File: src/rtl/multi_receiver_block_buffer.sv
// multi_receiver_block_buffer: round-robin capture of decoder words into a shared channel-tagged FIFO
// with indexed readout, per-channel sticky overflow and an idle-blink LED.
module multi_receiver_block_buffer #(
    parameter int NB_RECEIVERS = 4,
    parameter int DATA_WIDTH = 17,
    parameter int TS_WIDTH = 24,
    parameter int DEPTH = 16,
    parameter int IDLE_LOG2 = 23,
    parameter int CH_W = (NB_RECEIVERS > 1) ? $clog2(NB_RECEIVERS) : 1
) (
    input  logic                                  clk_96MHz,
    input  logic                                  reset,
    input  logic [NB_RECEIVERS*DATA_WIDTH-1:0]    decoded_data,
    input  logic [NB_RECEIVERS*TS_WIDTH-1:0]      ts_last_data,
    input  logic [NB_RECEIVERS-1:0]               data_availible,
    output logic [NB_RECEIVERS-1:0]               reset_bmc_decoder,
    input  logic [7:0]                            block_wanted_number,
    input  logic                                  read_pop,
    output logic [CH_W+TS_WIDTH+DATA_WIDTH-1:0]   block_wanted,
    output logic                                  data_ready,
    output logic [7:0]                            avl_blocks_nb,
    output logic [NB_RECEIVERS-1:0]               overflow,
    input  logic                                  clear_overflow,
    output logic                                  state_led
);
    localparam int AW = $clog2(DEPTH);
    localparam int EW = CH_W + TS_WIDTH + DATA_WIDTH;
    localparam logic [7:0] FULL_CNT = 8'(DEPTH);
    logic [EW-1:0] mem [DEPTH];
    logic [AW-1:0] wr_ptr, rd_ptr;
    logic [CH_W-1:0] rr_ptr, grant_ch;
    logic grant, pop, wr, drop;
    logic [NB_RECEIVERS-1:0] eligible, grant_oh;
    logic [IDLE_LOG2:0] idle_cnt;
    // a channel in its ack cycle still shows its old word, so it must not be captured twice
    assign eligible = data_availible & ~reset_bmc_decoder;
    always_comb begin
        grant = 1'b0;
        grant_ch = '0;
        for (int i = NB_RECEIVERS - 1; i >= 0; i--)
            if (eligible[(int'(rr_ptr) + i) % NB_RECEIVERS]) begin
                grant = 1'b1;
                grant_ch = CH_W'((int'(rr_ptr) + i) % NB_RECEIVERS);
            end
    end
    assign grant_oh = grant ? (NB_RECEIVERS'(1) << grant_ch) : '0;
    assign pop = read_pop && (avl_blocks_nb != 8'd0);
    assign wr = grant && ((avl_blocks_nb != FULL_CNT) || pop);
    assign drop = grant && !wr;
    always_ff @(posedge clk_96MHz)
        if (wr) mem[wr_ptr] <= {grant_ch, ts_last_data[grant_ch*TS_WIDTH +: TS_WIDTH],
                                decoded_data[grant_ch*DATA_WIDTH +: DATA_WIDTH]};
    always_ff @(posedge clk_96MHz or posedge reset) begin
        if (reset) begin
            wr_ptr <= '0;
            rd_ptr <= '0;
            rr_ptr <= '0;
            avl_blocks_nb <= '0;
            reset_bmc_decoder <= '0;
            block_wanted <= '0;
            data_ready <= 1'b0;
            overflow <= '0;
            idle_cnt <= '0;
            state_led <= 1'b0;
        end else begin
            if (wr) wr_ptr <= wr_ptr + 1'b1;
            if (pop) rd_ptr <= rd_ptr + 1'b1;
            if (grant) rr_ptr <= (grant_ch == CH_W'(NB_RECEIVERS - 1)) ? '0 : grant_ch + 1'b1;
            avl_blocks_nb <= avl_blocks_nb + 8'(wr) - 8'(pop);
            reset_bmc_decoder <= grant_oh;
            overflow <= (clear_overflow ? '0 : overflow) | (drop ? grant_oh : '0);
            data_ready <= block_wanted_number < avl_blocks_nb;
            block_wanted <= (block_wanted_number < avl_blocks_nb) ?
                            mem[rd_ptr + block_wanted_number[AW-1:0]] : '0;
            idle_cnt <= (avl_blocks_nb == 8'd0) ? idle_cnt + 1'b1 : '0;
            state_led <= idle_cnt[IDLE_LOG2];
        end
    end
endmodule

File: config.mk
export PLATFORM = sky130hd
export DESIGN_NAME = multi_receiver_block_buffer
export DESIGN_NICKNAME = d
export VERILOG_FILES = /design/src/rtl/multi_receiver_block_buffer.sv
export SDC_FILE = /design/constraint.sdc
export NUM_CORES = 1
export LEC_CHECK = 0
export CORE_ASPECT_RATIO = 1.75
export CORE_MARGIN = 10
export CORE_UTILIZATION = 45
export DETAILED_ROUTE_END_ITERATION = 6
export PLACE_DENSITY = 0.74
export SLEW_MARGIN = 20
export SYNTH_ARGS = -nofsm -noshare
export SYNTH_HDL_FRONTEND = slang
export SYNTH_SLANG_ARGS = --single-unit
File: constraint.sdc
create_clock -name clk_96MHz -period 14.9 [get_ports clk_96MHz]
set_input_delay 1.49 -clock clk_96MHz [delete_from_list [all_inputs] [get_ports clk_96MHz]]
set_output_delay 1.49 -clock clk_96MHz [all_outputs]
set_load 0.05 [all_outputs]
## After elaboration in Yosys (flattened, before gate mapping)

Memories as Yosys holds them, arrays and structs flattened.
Cells that the tools add are included.

| storage, ports and cells | value |
|---|---|
| bits in registers | 95 |
| memory bits (writable) | 688 |
| input port bits | 180 |
| output and inout port bits | 61 |
| memories kept | 1 |

| cells by class | value |
|---|---|
| add/sub/neg operators | 10 |
| multiply operators | 2 |
| $lt $le $gt $ge | 5 |
| equality and inequality tests | 2 |
| shifts and indexed selects | 3 |
| muxes and demuxes | 27 |
| bitwise gates (word level) | 6 |
| reduce and logical (&&, ||, !) cells | 10 |

Memory list:

| name | depth | bits a word | rd ports | clocked after memory_dff | wr ports | line | RTL |
|---|---|---|---|---|---|---|---|
| mem | 16 | 43 | 1 | 0 | 1 | 29 | `logic [EW-1:0] mem [DEPTH];` |

Operators with widths:

| operator | count |
|---|---|
| $shiftx 96x8->24 | 1 |
| $shiftx 68x8->17 | 1 |
| $mux 43 | 1 |
| $add 24x1->24 const B | 1 |
| $mux 24 | 1 |
| $mux 1 | 13 |
| $lt 3x4->1 const B | 3 |
| $mux 4 | 3 |
| $mux 2 | 5 |
| $add 4x1->4 const B | 2 |
| $add 8x1->8 | 1 |
| $bmux 1 s2 | 4 |
| $logic_not 8->1 | 1 |
| $lt 8x8->1 | 1 |
| $ne 8x5->1 const B | 1 |
| $reduce_bool 8->1 | 1 |
| $sub 8x1->8 | 1 |
| $mul 2x5->7 const B | 1 |
| $reduce_or 2->1 | 3 |
| $add 2x1->2 const B | 2 |
| $add 2x2->2 const B | 2 |
| $add 4x4->4 | 1 |
| $and 4x4->4 | 1 |
| $mul 2x2->4 const B | 1 |
| 9 further kinds | 13 |

## Longest topological paths before layout

| logic depth | value |
|---|---|
| depth in word-level cells | 15 |
| depth in mapped cells | 13 |
| mapped depth without buffers | 13 |

## Least setup slack after synthesis

Ideal clock, no wire load.

| path | value |
|---|---|
| path type | input port to flip-flop |
| from | input data_availible[3] |
| to | memory mem[0][0] (netlist bit), enable pin |
| data arrival time | 5.235 ns |
| data required time | 14.403 ns |
| path slack | 9.169 ns |
| stages on the path | 7 |
| buffers on the path | 2 |
| cells stage by stage | nor2b_1 or4_1 buf_2 o21a_1 buf_6 nand2_1 nor3_1 |

| on the way | value |
|---|---|
| cells in the longest elaborated chain, start to end | 11 |

Ends and longest elaborated chain:

| element | line | RTL |
|---|---|---|
| from (decl) | 15 | `input logic [NB_RECEIVERS-1:0] data_availible,` |
| $and 4x4->4 (*) | 36 | `assign eligible = data_availible & ~reset_bmc_decoder;` |
| $bmux 1 s2 | 41 | `if (eligible[(int'(rr_ptr) + i) % NB_RECEIVERS]) begin` |
| $mux 1 (implied by the code) (2 in series) | 41 |  |
| $mux 1 (3 in series) | 41 |  |
| $mux 1 (*) | 41 |  |
| $logic_and 1x1->1 (*) | 48 | `assign wr = grant && ((avl_blocks_nb != FULL_CNT) \|\| pop);` |
| $mux 1 (*) | 51 | `if (wr) mem[wr_ptr] <= {grant_ch, ts_last_data[grant_ch*TS_WIDTH +: TS_WIDTH],` |
| $mux 1 (implied by the code) (*) | 51 |  |
| to (decl) | 29 |  |

Every way passes the cells marked *; elsewhere a longest branch is shown, timed or not. The select of a mux whose other input is x is not followed.

## Final worst setup path

| path | value |
|---|---|
| from | input block_wanted_number[0] |
| to | register block_wanted[15] |

| on the way | value |
|---|---|
| cells in the longest elaborated chain, start to end | 3 |

Ends and longest elaborated chain:

| element | line | RTL |
|---|---|---|
| from (decl) | 17 | `input logic [7:0] block_wanted_number,` |
| $add 4x4->4 | 74 | `mem[rd_ptr + block_wanted_number[AW-1:0]] : '0;` |
| $mem_v2 16x43 | - |  |
| $mux 43 (*) | 73 | `block_wanted <= (block_wanted_number < avl_blocks_nb) ?` |
| to (signal assigned) | 73 |  |
| to (decl) | 19 | `output logic [CH_W+TS_WIDTH+DATA_WIDTH-1:0] block_wanted,` |

Every way passes the cells marked *; elsewhere a longest branch is shown, timed or not.
A chain may end at the register's enable or synchronous reset.

==> flow_summary.yaml <==
outcome:
  status: "finished, final reports clean"
synth:
  synthXorXnorAreaFrac_pct: 0.964
  yosys-top-cells-area: "edfxtp_1 65%, mux4_2 12%, dfrtp_1 7.5%"
  synth-edff-count: 688
  synth_seq_area_share_pct: 72.5
  synth_compound_area_share_pct: 2.90
  ys_types: 47
  synth-seq-cells: 783
  synthTopCellsByCount: "688 x edfxtp_1, 172 x mux4_2, 167 x mux2i_1, 95 x dfrtp_1"
  synth_fa_ha_area_share_pct: 1.31
  syn_inst: 1584
  synth-simple-area-share_pct: 2.74
  yosysTopAreaCell: "edfxtp_1"
  yosysMostFrequentCell: "edfxtp_1"
  synth_nets: 1796
  synthMuxAreaShare_pct: 17.5
  synth_top_family_by_area: "multiplexers"
  syn_area_sq_um: 31800
  yosysTopAreaCellShare_pct: 65.0
  synthFlopType: "edfxtp_1"
  yosys_warnings: 0
  async_flop_share_pct: 12.1
  postSynthAreaPerCell_sq_um: 20.1
clocking:
  clkLatencyLatePin_ps: 600
  cts-resized-gates: 0
  cts.sink_count: 783
  post_cts_buffers: 0
  cts_buffer_depth: 3
  cts_buffers: 69
  clk_pin_slew_ps: 70
  cts_root_buf: "clkbuf_16"
  cts_tree: "done"
  hold_buffers: 0
  htreeDepth: 3
routing:
  dr.pass1.iters: 5
  vias: 16200
  avgRoutedWirePerCell_um: 25.8
  drt-total-wl_um: 72500
  wl_met3_um: 4690
  viasPerCell: 5.75
  detail-route-antenna-nets: 0
  post-route-drc-count: 0
  wl_met2_um: 37900
  drt-initial-drc-count: 1338
  wl_met1_um: 28000
  top_layer: "met4"
setup_path:
  cp.arrival_ps: 6320
  cp_max_fo: 67
  critPathMaxStageDelay_ps: 1240
  startpoint_type: "input pin"
  cp_data_required_time_ps: 15310
  cp_slowest_cell: "fa_4"
  crit_path_cell_trace: "clkdlybuf4s50_1, ha_4, inv_1, fa_4, buf_4, buf_4, mux4_2, nor2b_1, a211oi_1, a221oi_1"
  crit_type: "in -> reg"
  crit_top_cell: "buf_4"
  critPathCaptureType: "flop"
global_route:
  antenna_found_initial: 0
  grt_pass1_wl_um: 110000
  grt_pass1_vias: 17500
  grt_overflow: 0
  grt_start_max_net_pins: 69
  track_usage_pct: 17.6
worst_hold_path:
  hold_path.class: "reg -> reg"
placement:
  place_area_sq_um: 35200
  dp_hpwl_um: 41600
  portBuffers: 240
  dp_cells: 2683
  pre_cts_ws_ps: 8470
  gp_congestion: 0.750
timing:
  relSlewSlack_pct: 27.2
  worst_pin_slew_ps: 1060
  tns_ps: 0
  worst_slack_ps: 8990
  hold_viol: 0
  setup_viol: 0
  whs_ps: 414
  finClkSkew_ps: 19.9
  period_needed_ps: 5910
  rsz0062_at_grt: "no"
  finalCritPeriodShare_pct: 39.6
  slew_violations: 0
  max_freq_ghz: 0.169
cells_and_area:
  fin_util_pct: 53.9
  syn2layout_area_growth_pct: 18.4
  fin_nets: 2058
  fin_cells: 2811
  drive_gt1_share_pct: 19.9
  final_area_sq_um: 37600
pwr:
  power_mw: 8.87
  ir_worst_vdd_uv: 155
  leakagePower_nw: 12.7
  powerDensity_nw_per_um2: 236
floorplan:
  core_area_sq_um: 69800
  die-area_sq_um: 82100
  fp-row-count: 128
  boundaryPins: 241
  die_x_um: 221
  start_util_pct: 45.5
  die_h_um: 372
flow_run:
  cap_violations: 0
==> final timing paths <==
| kind | from | end | slack [ps] | depth (start not counted) |
|---|---|---|---|---|
| max | block_wanted_number[0] | block_wanted[15] | 8990 | 10 |
| max in group asynchronous | reset | block_wanted[12] | 12230 | 3 |
| min reg2reg | idle_cnt[23] | state_led | 410 | 0 |
| min | idle_cnt[23] | state_led | 410 | 0 |
| min in group asynchronous | reset | block_wanted[41] | 1300 | 2 |
| max reg2reg | rd_ptr[0] | block_wanted[15] | 9960 | 9 |
==> final cells by class <==
class	instances	area [sq um]
Fill cell	5375	32200
Sequential cell	783	23000
Clock inverter	29	320
Antenna cell	1	2.50
Inverter	22	85.1
Clock buffer	96	1930
Multi-Input combinational cell	687	8360
Timing Repair Buffer	283	2760
Tap cell	910	1140
==> critical path: cells and delay by family <==
kind,cells,cell delay (ps)
AO/OA/AOI/OAI,2,440
adder cells (fa/ha/maj),2,1400
buffers and inverters,4,2320
multiplexers,1,420
AND/OR/NAND/NOR,1,160
==> cell families after synthesis <==
kind of cell / Yosys count
and+or+nand+nor: 159
muxes: 340
DFF: 783
buffers and inverters: 114
AOI/OAI and AO/OA: 121
xor gates and xnor gates: 35
adders and majority gates: 32
==> routing by layer <==
metal	track usage (%)	vias up
met1	21.7	8398
met3	2.61	117
li1	-	6972
met4	6.01	0
met2	31.0	678
met5	0	-
==> cell usage in the layout (no fill, tap or decap), types with 2 or more instances in the layout <==
cell and n:
xor2_1 25, nand3_1 10, clkbuf_1 20, mux4_2 172
inv_1 21, and3_1 4, mux2i_2 31, bufinv_16 6
nor2b_4 2, nor2b_1 45, nor2_4 12, clkbuf_8 5
dfrtp_1 95, buf_4 40, nor3_1 2, nand2b_1 5
a21oi_1 10, clkinv_1 7, o21ai_0 11, nand4_1 7
nor3_2 5, edfxtp_1 688, nand2_1 21, clkinv_2 9
clkdlybuf4s50_1 240, ha_1 29, a211oi_1 45, mux2i_1 136
o21bai_1 2, a21o_1 4, or3_1 2, clkbuf_16 72
clkinv_4 2, a221oi_1 43, and4_1 4, inv_6 4
nor2_1 29, and2_1 4, xnor2_1 8
==> power breakdown <==
group          switching [mW]  internal [mW]  leakage, nW
Combinational            2.22           1.43         4.11
Sequential              0.154           3.29         7.45
Clock                   0.759           1.02         1.10
==> sequential cells by signal (all words and copies together), names as in the netlist <==
name	flops
overflow	4
rd_ptr	4
rr_ptr	2
data_ready	1
idle_cnt	24
state_led	1
block_wanted	43
wr_ptr	4
reset_bmc_decoder	4
mem	688
avl_blocks_nb	8
Note: power is estimated with default switching activity, not from simulation.
